--- config.mk ---
export PLATFORM = sky130hd
export DESIGN_NAME = fp_to_pcm
export DESIGN_NICKNAME = d
export VERILOG_FILES = /design/src/rtl/fp_to_pcm.sv
export SDC_FILE = /design/constraint.sdc
export NUM_CORES = 1
export LEC_CHECK = 0
export BUFFER_PORTS_ARGS = -buffer_cell sky130_fd_sc_hd__buf_2
export CORE_MARGIN = 1
export CORE_UTILIZATION = 40
export DETAILED_ROUTE_END_ITERATION = 6
export GPL_TIMING_DRIVEN = 0
export PLACE_DENSITY = 0.67
export SYNTH_ARGS = -nofsm -noshare
export SYNTH_HDL_FRONTEND = slang
export SYNTH_SLANG_ARGS = --single-unit
--- constraint.sdc ---
create_clock -name clk -period 2.77 [get_ports clk]
set_input_delay 0.6925 -clock clk [delete_from_list [all_inputs] [get_ports clk]]
set_output_delay 0.6925 -clock clk [all_outputs]
set_load 0.01 [all_outputs]
--- src/rtl/fp_to_pcm.sv ---
// fp_to_pcm: converts an IEEE-754 single-precision gain-stage result into a
// signed PCM sample. The input range [-1.0, 1.0) maps to full-scale PCM. The
// result is rounded half away from zero and saturated. The mantissa is aligned
// by an iterative one-bit-per-clock right shift, so no barrel shifter is needed.
module fp_to_pcm #(
    parameter int unsigned PCM_WIDTH = 16
) (
    input  logic                 clk,
    input  logic                 reset,
    input  logic                 in_valid,
    input  logic [31:0]          in_data,
    output logic                 in_ready,
    output logic                 out_valid,
    output logic [PCM_WIDTH-1:0] out_sample,
    output logic                 out_sat,
    output logic                 out_nan,
    output logic                 overrun
);

    localparam int unsigned MANT_W  = 24;
    localparam int unsigned CNT_W   = 5;
    localparam logic [7:0]  EXP_ONE = 8'd127;
    localparam logic [7:0]  EXP_INF = 8'hFF;
    // Smallest exponent that can still round to a nonzero LSB.
    localparam logic [7:0]  EXP_MIN = 8'(127 - PCM_WIDTH);
    // The shift count is (151 - W - e) - 1. The final bit is kept as the rounding bit.
    localparam logic [8:0]  CNT_BASE = 9'(150 - PCM_WIDTH);

    localparam logic [PCM_WIDTH-1:0] PCM_MAX = {1'b0, {(PCM_WIDTH-1){1'b1}}};
    localparam logic [PCM_WIDTH-1:0] PCM_MIN = {1'b1, {(PCM_WIDTH-1){1'b0}}};
    localparam logic [MANT_W-1:0]    MAG_MAX_POS = MANT_W'(PCM_MAX);
    localparam logic [MANT_W-1:0]    MAG_MAX_NEG = MANT_W'(PCM_MIN);

    typedef enum logic [2:0] {
        S_IDLE,
        S_DECODE,
        S_SHIFT,
        S_ROUND,
        S_DONE
    } state_t;

    state_t                 r_state;
    logic [31:0]            r_data;
    logic [MANT_W-1:0]      r_shift;
    logic [CNT_W-1:0]       r_count;
    logic [PCM_WIDTH-1:0]   r_result;
    logic                   r_sat;
    logic                   r_nan;

    logic                   w_sign;
    logic [7:0]             w_exp;
    logic [22:0]            w_frac;
    logic                   w_is_nan;
    logic                   w_is_neg_one;
    logic                   w_is_big;
    logic                   w_is_tiny;
    logic [CNT_W-1:0]       w_count;
    logic [PCM_WIDTH-1:0]   w_clamp;
    logic [MANT_W-1:0]      w_mag;
    logic                   w_pos_sat;
    logic                   w_neg_sat;
    logic [PCM_WIDTH-1:0]   w_mag_pcm;
    logic [PCM_WIDTH-1:0]   w_neg_pcm;

    // Upstream may only present a sample while the converter is idle.
    assign in_ready = (r_state == S_IDLE);

    // Field split of the latched operand.
    assign w_sign = r_data[31];
    assign w_exp  = r_data[30:23];
    assign w_frac = r_data[22:0];

    // Classification used by DECODE.
    always_comb begin
        w_is_nan     = (w_exp == EXP_INF) && (w_frac != 23'd0);
        w_is_neg_one = w_sign && (w_exp == EXP_ONE) && (w_frac == 23'd0);
        w_is_big     = (w_exp == EXP_INF) || (w_exp >= EXP_ONE);
        w_is_tiny    = (w_exp == 8'd0) || (w_exp < EXP_MIN);
        w_count      = CNT_W'(CNT_BASE - {1'b0, w_exp});
        w_clamp      = w_sign ? PCM_MIN : PCM_MAX;
    end

    // Rounding: the LSB of the shift register is the half bit, and ties go away from zero.
    always_comb begin
        w_mag     = {1'b0, r_shift[MANT_W-1:1]} + {{(MANT_W-1){1'b0}}, r_shift[0]};
        w_pos_sat = (w_mag > MAG_MAX_POS);
        w_neg_sat = (w_mag > MAG_MAX_NEG);
        w_mag_pcm = PCM_WIDTH'(w_mag);
        w_neg_pcm = (w_mag == MAG_MAX_NEG) ? PCM_MIN : PCM_WIDTH'(MANT_W'(0) - w_mag);
    end

    // Conversion FSM with registered results and a sticky overrun flag.
    always_ff @(posedge clk) begin
        if (!reset) begin
            r_state    <= S_IDLE;
            r_data     <= '0;
            r_shift    <= '0;
            r_count    <= '0;
            r_result   <= '0;
            r_sat      <= 1'b0;
            r_nan      <= 1'b0;
            out_valid  <= 1'b0;
            out_sample <= '0;
            out_sat    <= 1'b0;
            out_nan    <= 1'b0;
            overrun    <= 1'b0;
        end else begin
            out_valid <= 1'b0;

            if (in_valid && (r_state != S_IDLE)) begin
                overrun <= 1'b1;
            end

            case (r_state)
                S_IDLE: begin
                    if (in_valid) begin
                        r_data  <= in_data;
                        r_state <= S_DECODE;
                    end
                end

                S_DECODE: begin
                    r_result <= '0;
                    r_sat    <= 1'b0;
                    r_nan    <= 1'b0;
                    if (w_is_nan) begin
                        r_nan   <= 1'b1;
                        r_state <= S_DONE;
                    end else if (w_is_neg_one) begin
                        r_result <= PCM_MIN;
                        r_state  <= S_DONE;
                    end else if (w_is_big) begin
                        r_result <= w_clamp;
                        r_sat    <= 1'b1;
                        r_state  <= S_DONE;
                    end else if (w_is_tiny) begin
                        r_state <= S_DONE;
                    end else begin
                        r_shift <= {1'b1, w_frac};
                        r_count <= w_count;
                        r_state <= (w_count != '0) ? S_SHIFT : S_ROUND;
                    end
                end

                S_SHIFT: begin
                    r_shift <= r_shift >> 1;
                    r_count <= r_count - CNT_W'(1);
                    if (r_count == CNT_W'(1)) begin
                        r_state <= S_ROUND;
                    end
                end

                S_ROUND: begin
                    if (!w_sign && w_pos_sat) begin
                        r_result <= PCM_MAX;
                        r_sat    <= 1'b1;
                    end else if (w_sign && w_neg_sat) begin
                        r_result <= PCM_MIN;
                        r_sat    <= 1'b1;
                    end else begin
                        r_result <= w_sign ? w_neg_pcm : w_mag_pcm;
                    end
                    r_state <= S_DONE;
                end

                S_DONE: begin
                    out_valid  <= 1'b1;
                    out_sample <= r_result;
                    out_sat    <= r_sat;
                    out_nan    <= r_nan;
                    r_state    <= S_IDLE;
                end

                default: begin
                    r_state <= S_IDLE;
                end
            endcase
        end
    end

endmodule

==> results of run 1 <==
[metal layers]
layer	routed length, um	up-vias
met4	204	0
met1	6750	2284
met5	0	-
met3	677	16
li1	-	2608
met2	6030	148
[area by class of cell]
cell class | count | area (um2)
sequential | 102 | 2050
fill | 1385 | 6900
clock buffer | 10 | 239
inverter | 11 | 41.3
clock inverter | 5 | 36.3
buffer | 53 | 256
tap | 176 | 220
multi-input combinational | 527 | 3170
timing repair buffer | 63 | 335
[per-stage QoR]
stage               std cells  setup slack, ns  setup TNS (ns)  total power, mW
floorplan                 693            0.223               0             1.72
global placement          924           -0.214           -1.83             1.81
detailed placement        924           -0.205           -2.50             1.81
CTS                       940         0.000700               0             2.97
global route              947          -0.0121         -0.0127             3.07
finish                    947            0.100               0             2.95
[critical path, delay by kind of cell, from the launching register on]
kind	cells	cell delay [ns]
AOI/OAI and AO/OA	4	0.98
and+or+nand+nor	3	0.54
DFF	1	0.34
adders and majority gates	2	0.34
buffers and inverters	2	0.34
[registers in the layout, indices dropped and copies added, names as in the netlist]
signal,flops
r_data,32
r_shift,24
out_sample,16
r_result,16
r_count,5
r_state,3
out_nan,1
out_sat,1
out_valid,1
overrun,1
r_nan,1
r_sat,1
[cell usage in the layout, fill, tap and decap left out, types with 7 or more instances in the layout]
master / netlist / layout
sky130_fd_sc_hd__a311oi_1: 27 / 26
sky130_fd_sc_hd__nor2_1: 45 / 44
sky130_fd_sc_hd__a2bb2oi_1: 8 / 8
sky130_fd_sc_hd__a21oi_1: 71 / 71
sky130_fd_sc_hd__o21ai_0: 12 / 12
sky130_fd_sc_hd__xnor2_1: 23 / 23
sky130_fd_sc_hd__inv_1: 10 / 10
sky130_fd_sc_hd__nand3_1: 14 / 14
sky130_fd_sc_hd__nand4_1: 12 / 12
sky130_fd_sc_hd__a31oi_1: 12 / 11
sky130_fd_sc_hd__buf_2: 5 / 60
sky130_fd_sc_hd__or3_1: 10 / 10
sky130_fd_sc_hd__xor2_1: 11 / 11
sky130_fd_sc_hd__nand2_1: 173 / 173
sky130_fd_sc_hd__nor4_1: 9 / 8
sky130_fd_sc_hd__buf_4: 5 / 12
sky130_fd_sc_hd__and2_1: 8 / 8
sky130_fd_sc_hd__nor3_1: 10 / 10
sky130_fd_sc_hd__clkbuf_16: 0 / 9
sky130_fd_sc_hd__dfxtp_1: 102 / 99
sky130_fd_sc_hd__ha_1: 9 / 7
sky130_fd_sc_hd__clkbuf_1: 38 / 37
[cells by family (layout without fill, tap and decap cells)]
family / after synthesis / after routing
fa+ha+maj: 9 / 9
buf+inv: 64 / 142
flops: 102 / 102
simple gates: 313 / 313
compound gates: 171 / 171
xor+xnor: 34 / 34
[timing repair]
action | CTS | global route
gates resized for setup | 8 | 12
endpoints found under the setup margin | 16 | 23
buffers inserted | 1 | 7
pin swaps | 4 | 5
[final timing paths]
path | start | endpoint | slack [ns] | cells past startpoint
setup reg to reg | r_shift[0] | r_sat | 0.10 | 11
setup / recovery | r_shift[0] | r_sat | 0.10 | 11
hold reg to reg | out_sample[15] | out_sample[15] | 0.45 | 2
hold / removal | out_sample[15] | out_sample[15] | 0.45 | 2
[power by group through the flow]
stage	Clock [mW]	Sequential [mW]	Combinational, mW
2_1_floorplan	0	1.57	0.147
3_3_place_gp	0	1.58	0.231
3_5_place_dp	0	1.58	0.232
4_1_cts	1.19	1.54	0.233
5_1_grt	1.26	1.55	0.262
6_report	1.17	1.55	0.231
==> results.md, run 1 <==
STA:
- For the pin with the worst max-slew slack, the measured transition is 0.661 ns.
- The hold violation count in the final report is 0.
- Across all hold checks on the routed design, the worst slack comes to 0.450 ns.
- The max-slew violation count was 0.
- Setup violations remaining at the end of the flow were counted as 0.
- The minimum period implied by the final worst setup slack is 2.67 ns.
- The fraction of the cycle the final worst path needs is 96.4%.
- The post-route clock skew is 0.00843 ns.
- The tightest slew margin relative to the limit is 56.0%.
- The maximum clock frequency is 0.375 GHz.

Die:
- The starting density of the core is 40.9%.
- The standard cell core area is 13200 um2.
- The overall die width is 118 um.
- Row generation in the floorplan step produced 42 rows.
- Pin placement for this block handled 56 I/O pins.
- The die is 118 um tall.
- The die covers 14000 um2.

Yosys:
- In this run, synthesis produced a sequential element count of 102.
- The share of synthesized cell area in full adder, half adder and majority cells is 2.08%.
- Synthesis produced a netlist whose cell count is 693.
- The netlist area before placement is 5420 um2.
- The cell accounting for the most synthesized area is sky130_fd_sc_hd__dfxtp_1.
- The synthesized netlist devotes 5.50% of its cell area to XOR and XNOR gates.
- By instance count, the leading cell after synthesis is sky130_fd_sc_hd__nand2_1.
- The count of synthesis-stage warnings from yosys is 0.
- Summing the areas of all compound-gate instances in the mapped netlist gives 21.9% of the synthesized area.
- Each instance of the synthesized netlist takes up on average 7.82 um2.
- Counting instances in the post-synthesis netlist gives the leading cell types as sky130_fd_sc_hd__nand2_1 (173), sky130_fd_sc_hd__dfxtp_1 (102), sky130_fd_sc_hd__a21oi_1 (71).
- Of the total synthesized cell area, the portion taken by AND, OR, NAND and NOR gates is 27.5%.
- The most used flip-flop cell after synthesis is sky130_fd_sc_hd__dfxtp_1.
- When the netlist entered floorplanning its net count stood at 737.
- The number of flops mapped to enable cells by yosys is 0.
- The combinational family with the most area after synthesis is simple AND/OR/NAND/NOR gates.
- The area share of the largest cell type after synthesis is 37.7%.
- Yosys mapped the design onto 65 distinct sky130hd cell types.
- For this run, the register share of the synthesized area comes to 37.7%.
- By area the synthesized netlist is led by sky130_fd_sc_hd__dfxtp_1 (38%), sky130_fd_sc_hd__nand2_1 (12%), sky130_fd_sc_hd__a21oi_1 (6.6%).
- The post-synthesis async set-or-reset flop share is 0%.
- Of the post-synthesis cell area, the part taken by muxes is 0%.

Finish:
- The net count reported at finish is 811.
- The share of final-layout standard cells stronger than drive strength 1 is 15.8%.
- The fraction of the core area covered by cells at the end of the flow is 47.9%.
- The number of antenna cells inserted is 0.
- The summed area of non-filler cells in the final layout is 6340 um2.
- From synthesis to final layout, the design area changed by 17.1%.

Power and ir drop:
- The leakage power figure is 2.33 nW.
- The power share of the clock group is 39.7%.
- The analysis attributes to net switching a power of 0.731 mW.
- The internal cell power is 2.22 mW.
- The part of the total power dissipated in sequential elements is 52.4%.
- The part of the total power dissipated in combinational logic is 7.8%.
- The largest voltage drop on the vdd net is 344 uV.
- The power density over the cells is 465 nW/um2.
- The switching power as a share of total power is 24.8%.

Global route:
- Entering global routing, the biggest net connects 17 pins.
- For this run, global-route usage on met1 was measured as 27.3%.
- For this run, the total global-route usage over all layers was measured as 20.0%.
- Global routing used 4.05% of the available met3 tracks.
- The number of global-route vias before repair was 4391.
- The first-pass GRT wire length is 22400 um.
- The initial antenna violation count was 0.
- For this run the aggregate overflow at the end of global routing stands at 0.
- In the global route stage, met2 resource usage came out at 31.7%.
- After global routing, the most crowded layer is met2.

Hold path:
- The path type of the worst min-delay path is flip-flop to flip-flop.

Setup path:
- For this run, the slowest stage of the critical path takes 0.46 ns.
- The data arrival time of the worst path is 2.90 ns.
- The worst setup path is captured at a flip-flop.
- STA puts the critical path data required time at 3.00 ns.
- STA classifies the critical path startpoint as a flip-flop.
- Of all nets on the critical path, the largest fanout is 7.
- Walking the worst path, the cells encountered are ha_4, ha_2, buf_8, and3_1, a311oi_2, a31oi_2, a2111oi_4, buf_4, a41oi_1, nor4_1, nor3_1.
- By startpoint and endpoint, the worst setup path is classified as flip-flop to flip-flop.
- On the critical path, the stage with the largest delay is an instance of sky130_fd_sc_hd__a2111oi_4.

Clocking:
- The clock-pin slew reported for the worst setup and hold paths after clock tree synthesis is 0.06 ns.
- In this run the clock root is driven by a sky130_fd_sc_hd__clkbuf_16.
- The count of clock tree sinks is 102.
- The number of hold buffers added after CTS is 0.
- The number of H-tree branching levels is 3.
- TritonCTS built the clock tree.
- Counting along the longest clock path gives a buffer depth of 2.
- The clock reaches the later pin of the worst-skew pair after 0.35 ns.
- The number of clock buffers added by TritonCTS is 9.

Detailed routing:
- In this run, the number of DRC markers left after iteration 0 of detailed routing was 260.
- The length of the first detailed-routing pass in iterations is 5.
- The post-detailed-route wirelength per cell is 14.4 um.
- The number of routed nets with antenna violations is 0.
- The residual DRC count is 0.
- The total length of routed wires is 13700 um.
- The detail-routed via count per cell is 5.34.
- Detailed routing inserted a total of 5056 vias.

Placed design:
- The instance area at placement is 5910 um2.
- Port buffering added 55 buffers.
- Routability-driven placement finished with a final weighted congestion of 0.894.
- Once detailed placement completed, the half-perimeter wirelength came to 10200 um.

Job:
- Max-cap violations in this run came to 0.

Run status:
- The flow ran to the end, and the final reports show no timing, DRC or antenna violations.
No activity file was read; power rests on OpenSTA's default activity.
==> run 2: changes to the inputs <==
CORE_UTILIZATION = 55   (was 40)
CTS_CLUSTER_SIZE = 25   (was unset)
PLACE_DENSITY = 0.84   (was 0.67)
==> run 2 against run 1 <==
Net effect: sequential cell count is the same; utilization grew 18 points; critical path depth is the same; clock power shrank 19%; power shrank 7.7%; global-route usage grew 8.2 points; clock-buffer cell count grew 1; final area shrank 2.6%; via count grew 4.4%; fmax grew 0.11%.
==> results.md, run 2 (synthesis gave the netlist of run 1 again) <==
Run status:
- The run finished with clean final reports.

Setup path:
- The cell repeated most along the worst path is sky130_fd_sc_hd__ha_4.
- The data arrival time of the worst path is 2.95 ns (+0.05 ns).
- The origin of the critical flop-to-flop path is r_shift[1].
- The delay of the slowest cell on the worst path is 0.43 ns (-0.03 ns).
- The critical path required time is 3.06 ns (+0.06 ns).
- The maximum net fanout on the critical path is 6 (-1).
- The critical path is of the flip-flop to flip-flop type.
- Walking the worst path, the cells encountered are ha_4, ha_4, inv_1, ha_1, nor4b_4, a41oi_2, a2111oi_4, buf_4, a311o_1, o311ai_2, a31oi_1.
- The number of cells on the worst reg-to-reg path is 11 (unchanged).
- The cell with the largest stage delay on the worst path is sky130_fd_sc_hd__a2111oi_4.
- The minimum setup slack among reg-to-reg paths came to 0.10 ns (about the same).
- The worst setup path is launched from a flip-flop.
- The nature of the critical path endpoint is a flip-flop.
- The capture instance of the worst register-to-register path is r_result[14].

STA:
- The max-slew violation count is 0 (unchanged).
- The count of final setup violators is 0 (unchanged).
- The post-route clock skew is 0.0121 ns (+0.00365 ns).
- Setup repair after global routing left no endpoint under its margin.
- The minimum setup slack in the final design is 0.103 ns (+0.00290 ns).
- The aggregate negative setup slack is 0 ns (unchanged).
- The tightest slew margin relative to the limit was 57.0% (+1.1 points).
- The minimum period implied by the final worst setup slack is 2.67 ns (-0.00290 ns).
- The fraction of the cycle the final worst path needs came to 96.3% (-0.10 points).
- The slew of the pin with the lowest slew margin is 0.645 ns (-0.0159 ns).
- The maximum clock frequency came to 0.375 GHz (+0.11%).
- The hold violation count in the final report is 0 (unchanged).

Clocking:
- The clock-pin slew reported for the worst setup and hold paths after clock tree synthesis is 0.10 ns (+0.04 ns).
- The worst-skew pair later-pin latency is 0.37 ns (+0.02 ns).
- The deepest clock path buffer count is 2 (unchanged).
- The number of H-tree branching levels is 3 (unchanged).
- The buffer cell driving the clock tree root is sky130_fd_sc_hd__clkbuf_8.
- The count of clock tree sinks is 102 (unchanged).
- The number of hold buffers added after CTS is 0 (unchanged).
- The clock buffer count from CTS is 9 (unchanged).
- The TritonCTS clock tree is done.

Global route:
- The first-pass GRT wire length is 22900 um (+2.0%).
- The global routing usage on met3 is 4.00% (-0.051 points).
- The met2 demand-to-capacity share in global routing is 48.9% (+17 points).
- The number of global-route vias before repair is 4906 (+12%).
- The maximum number of pins on one net before global-route repair came to 17 (unchanged).
- The total global routing track utilization is 28.2% (+8.2 points).
- The initial antenna violation count is 0 (unchanged).
- The met1 usage was 34.3% (+7.0 points).
- The global routing stage identified its most utilized layer as met2.
- The remaining global-route overflow is 0 (unchanged).

Detailed routing:
- The number of routed nets with antenna violations came to 0 (unchanged).
- The number of DRC violations after detailed-routing iteration 0 is 417 (+60%).
- The residual DRC count is 0 (unchanged).
- The post-detailed-route wirelength per cell was 15.4 um (+6.8%).
- The detail-routed via count per cell is 5.89 (+10%).
- The length of the first detailed-routing pass in iterations was 7 (+2).
- The total length of routed wires is 13800 um (+1.1%).
- The count of vias placed by the detailed router is 5280 (+4.4%).

Finish:
- More flip-flops sit in one register than any other, and that register is r_data.
- The net count reported at finish was 807 (-0.49%).
- The share of final-layout standard cells stronger than drive strength 1 is 15.5% (-0.33 points).
- Relative to the synthesized area, the layout overhead comes to 14.1%.
- The number of flip-flops in the largest register is 32 (unchanged).
- The number of antenna cells inserted is 0 (unchanged).
- The most common library cell in the layout ignoring fill and taps is sky130_fd_sc_hd__nand2_1.
- The library cells used most frequently in the layout, excluding fill and tap cells, are sky130_fd_sc_hd__nand2_1 (173), sky130_fd_sc_hd__dfxtp_1 (99), sky130_fd_sc_hd__a21oi_1 (71).
- In the final layout, the registers with the most flip-flops are r_data: 32 flops, r_shift: 24 flops.
- The fraction of the core area covered by cells at the end of the flow is 65.9% (+18 points).

Job:
- The total of max-cap violations was 0 (unchanged).

Power and ir drop:
- The total power is 2.72 mW (-7.7%).
- The leakage power figure is 2.27 nW (-2.5%).
- The power density over the cells came to 441 nW/um2 (-5.2%).
- The largest voltage drop on the vdd net is 263 uV (-24%).

Die:
- The overall die width is 101 um (-14%).
- The height of the chip is 101 um (-14%).
- The number of placement rows is 35 (-17%).
- The starting density of the core is 57.8% (+17 points).
- The overall die area is 10200 um2 (-27%).
- The standard cell core area is 9370 um2 (-29%).
- The number of top-level pins is 56 (unchanged).

Placed design:
- The setup slack at placement is -0.243 ns (-0.0380 ns).
- The HPWL reported at the end of detailed placement is 10400 um (+2.3%).
- The routability-driven placement congestion ratio is 0.920 (+2.9%).
- The quantity of I/O buffers inserted on ports is 55 (unchanged).

Hold path:
- The worst hold path belongs to the class flip-flop to flip-flop.
- The start point of the worst hold path is out_sample[13].
- The worst hold path terminates at out_sample[13].
- The worst hold path depth is 2 (unchanged).
[run 2: how the worst max path moves through the flow]
stage	from	endpoint	slack, ns
finish	r_shift[1]	r_result[14]	0.10
CTS	r_shift[1]	r_result[14]	0.02
global route	r_shift[1]	r_result[14]	0.007
global placement	r_shift[1]	r_result[14]	-0.13
detailed placement	r_shift[1]	r_result[14]	-0.24
floorplan	r_shift[1]	r_result[14]	0.22
[run 2: power breakdown]
part / switching, mW / internal [mW] / leakage, nW
registers: 0.0362 / 1.51 / 0.829
logic: 0.153 / 0.0799 / 1.35
clock network: 0.502 / 0.443 / 0.0955
total: 0.692 / 2.03 / 2.27
[run 2: area by class of cell]
class | count | area (um2)
fillers | 851 | 3190
multi-input cells | 527 | 3170
flip-flops and latches | 102 | 2050
repair buffers | 60 | 313
plain buffers | 52 | 241
well taps | 129 | 161
clock buffers | 11 | 141
clock inverters | 5 | 58.8
inverters | 11 | 41.3
[run 2: routing by layer]
metal | vias to the layer above | routed length [um]
li1 | 2603 | -
met1 | 2398 | 5830
met2 | 238 | 6610
met3 | 41 | 889
met4 | 0 | 477
met5 | - | 0
[run 2: repair_timing]
action	in CTS	in global routing
pin swaps	4	5
gates resized for setup	8	11
setup buffers	2	3
setup endpoints to repair	16	25
[run 2: worst max-delay path: cells and delay by family, from the launching register on]
| kind | cells | cell delay [ns] |
|---|---|---|
| AO/OA/AOI/OAI | 5 | 1.08 |
| adder cells (fa/ha/maj) | 3 | 0.62 |
| buffers and inverters | 2 | 0.27 |
| flip-flops | 1 | 0.37 |
| AND/OR/NAND/NOR | 1 | 0.24 |
[run 2: through the flow]
| stage | hold slack [ns] | cells | area, um2 |
|---|---|---|---|
| after detailed placement | 0.445 | 877 | 5850 |
| final | 0.457 | 897 | 6180 |
| after global placement | 0.440 | 877 | 5850 |
| after CTS | 0.457 | 895 | 6120 |
| after global routing | 0.478 | 897 | 6180 |
| after floorplan | 0.427 | 693 | 5420 |
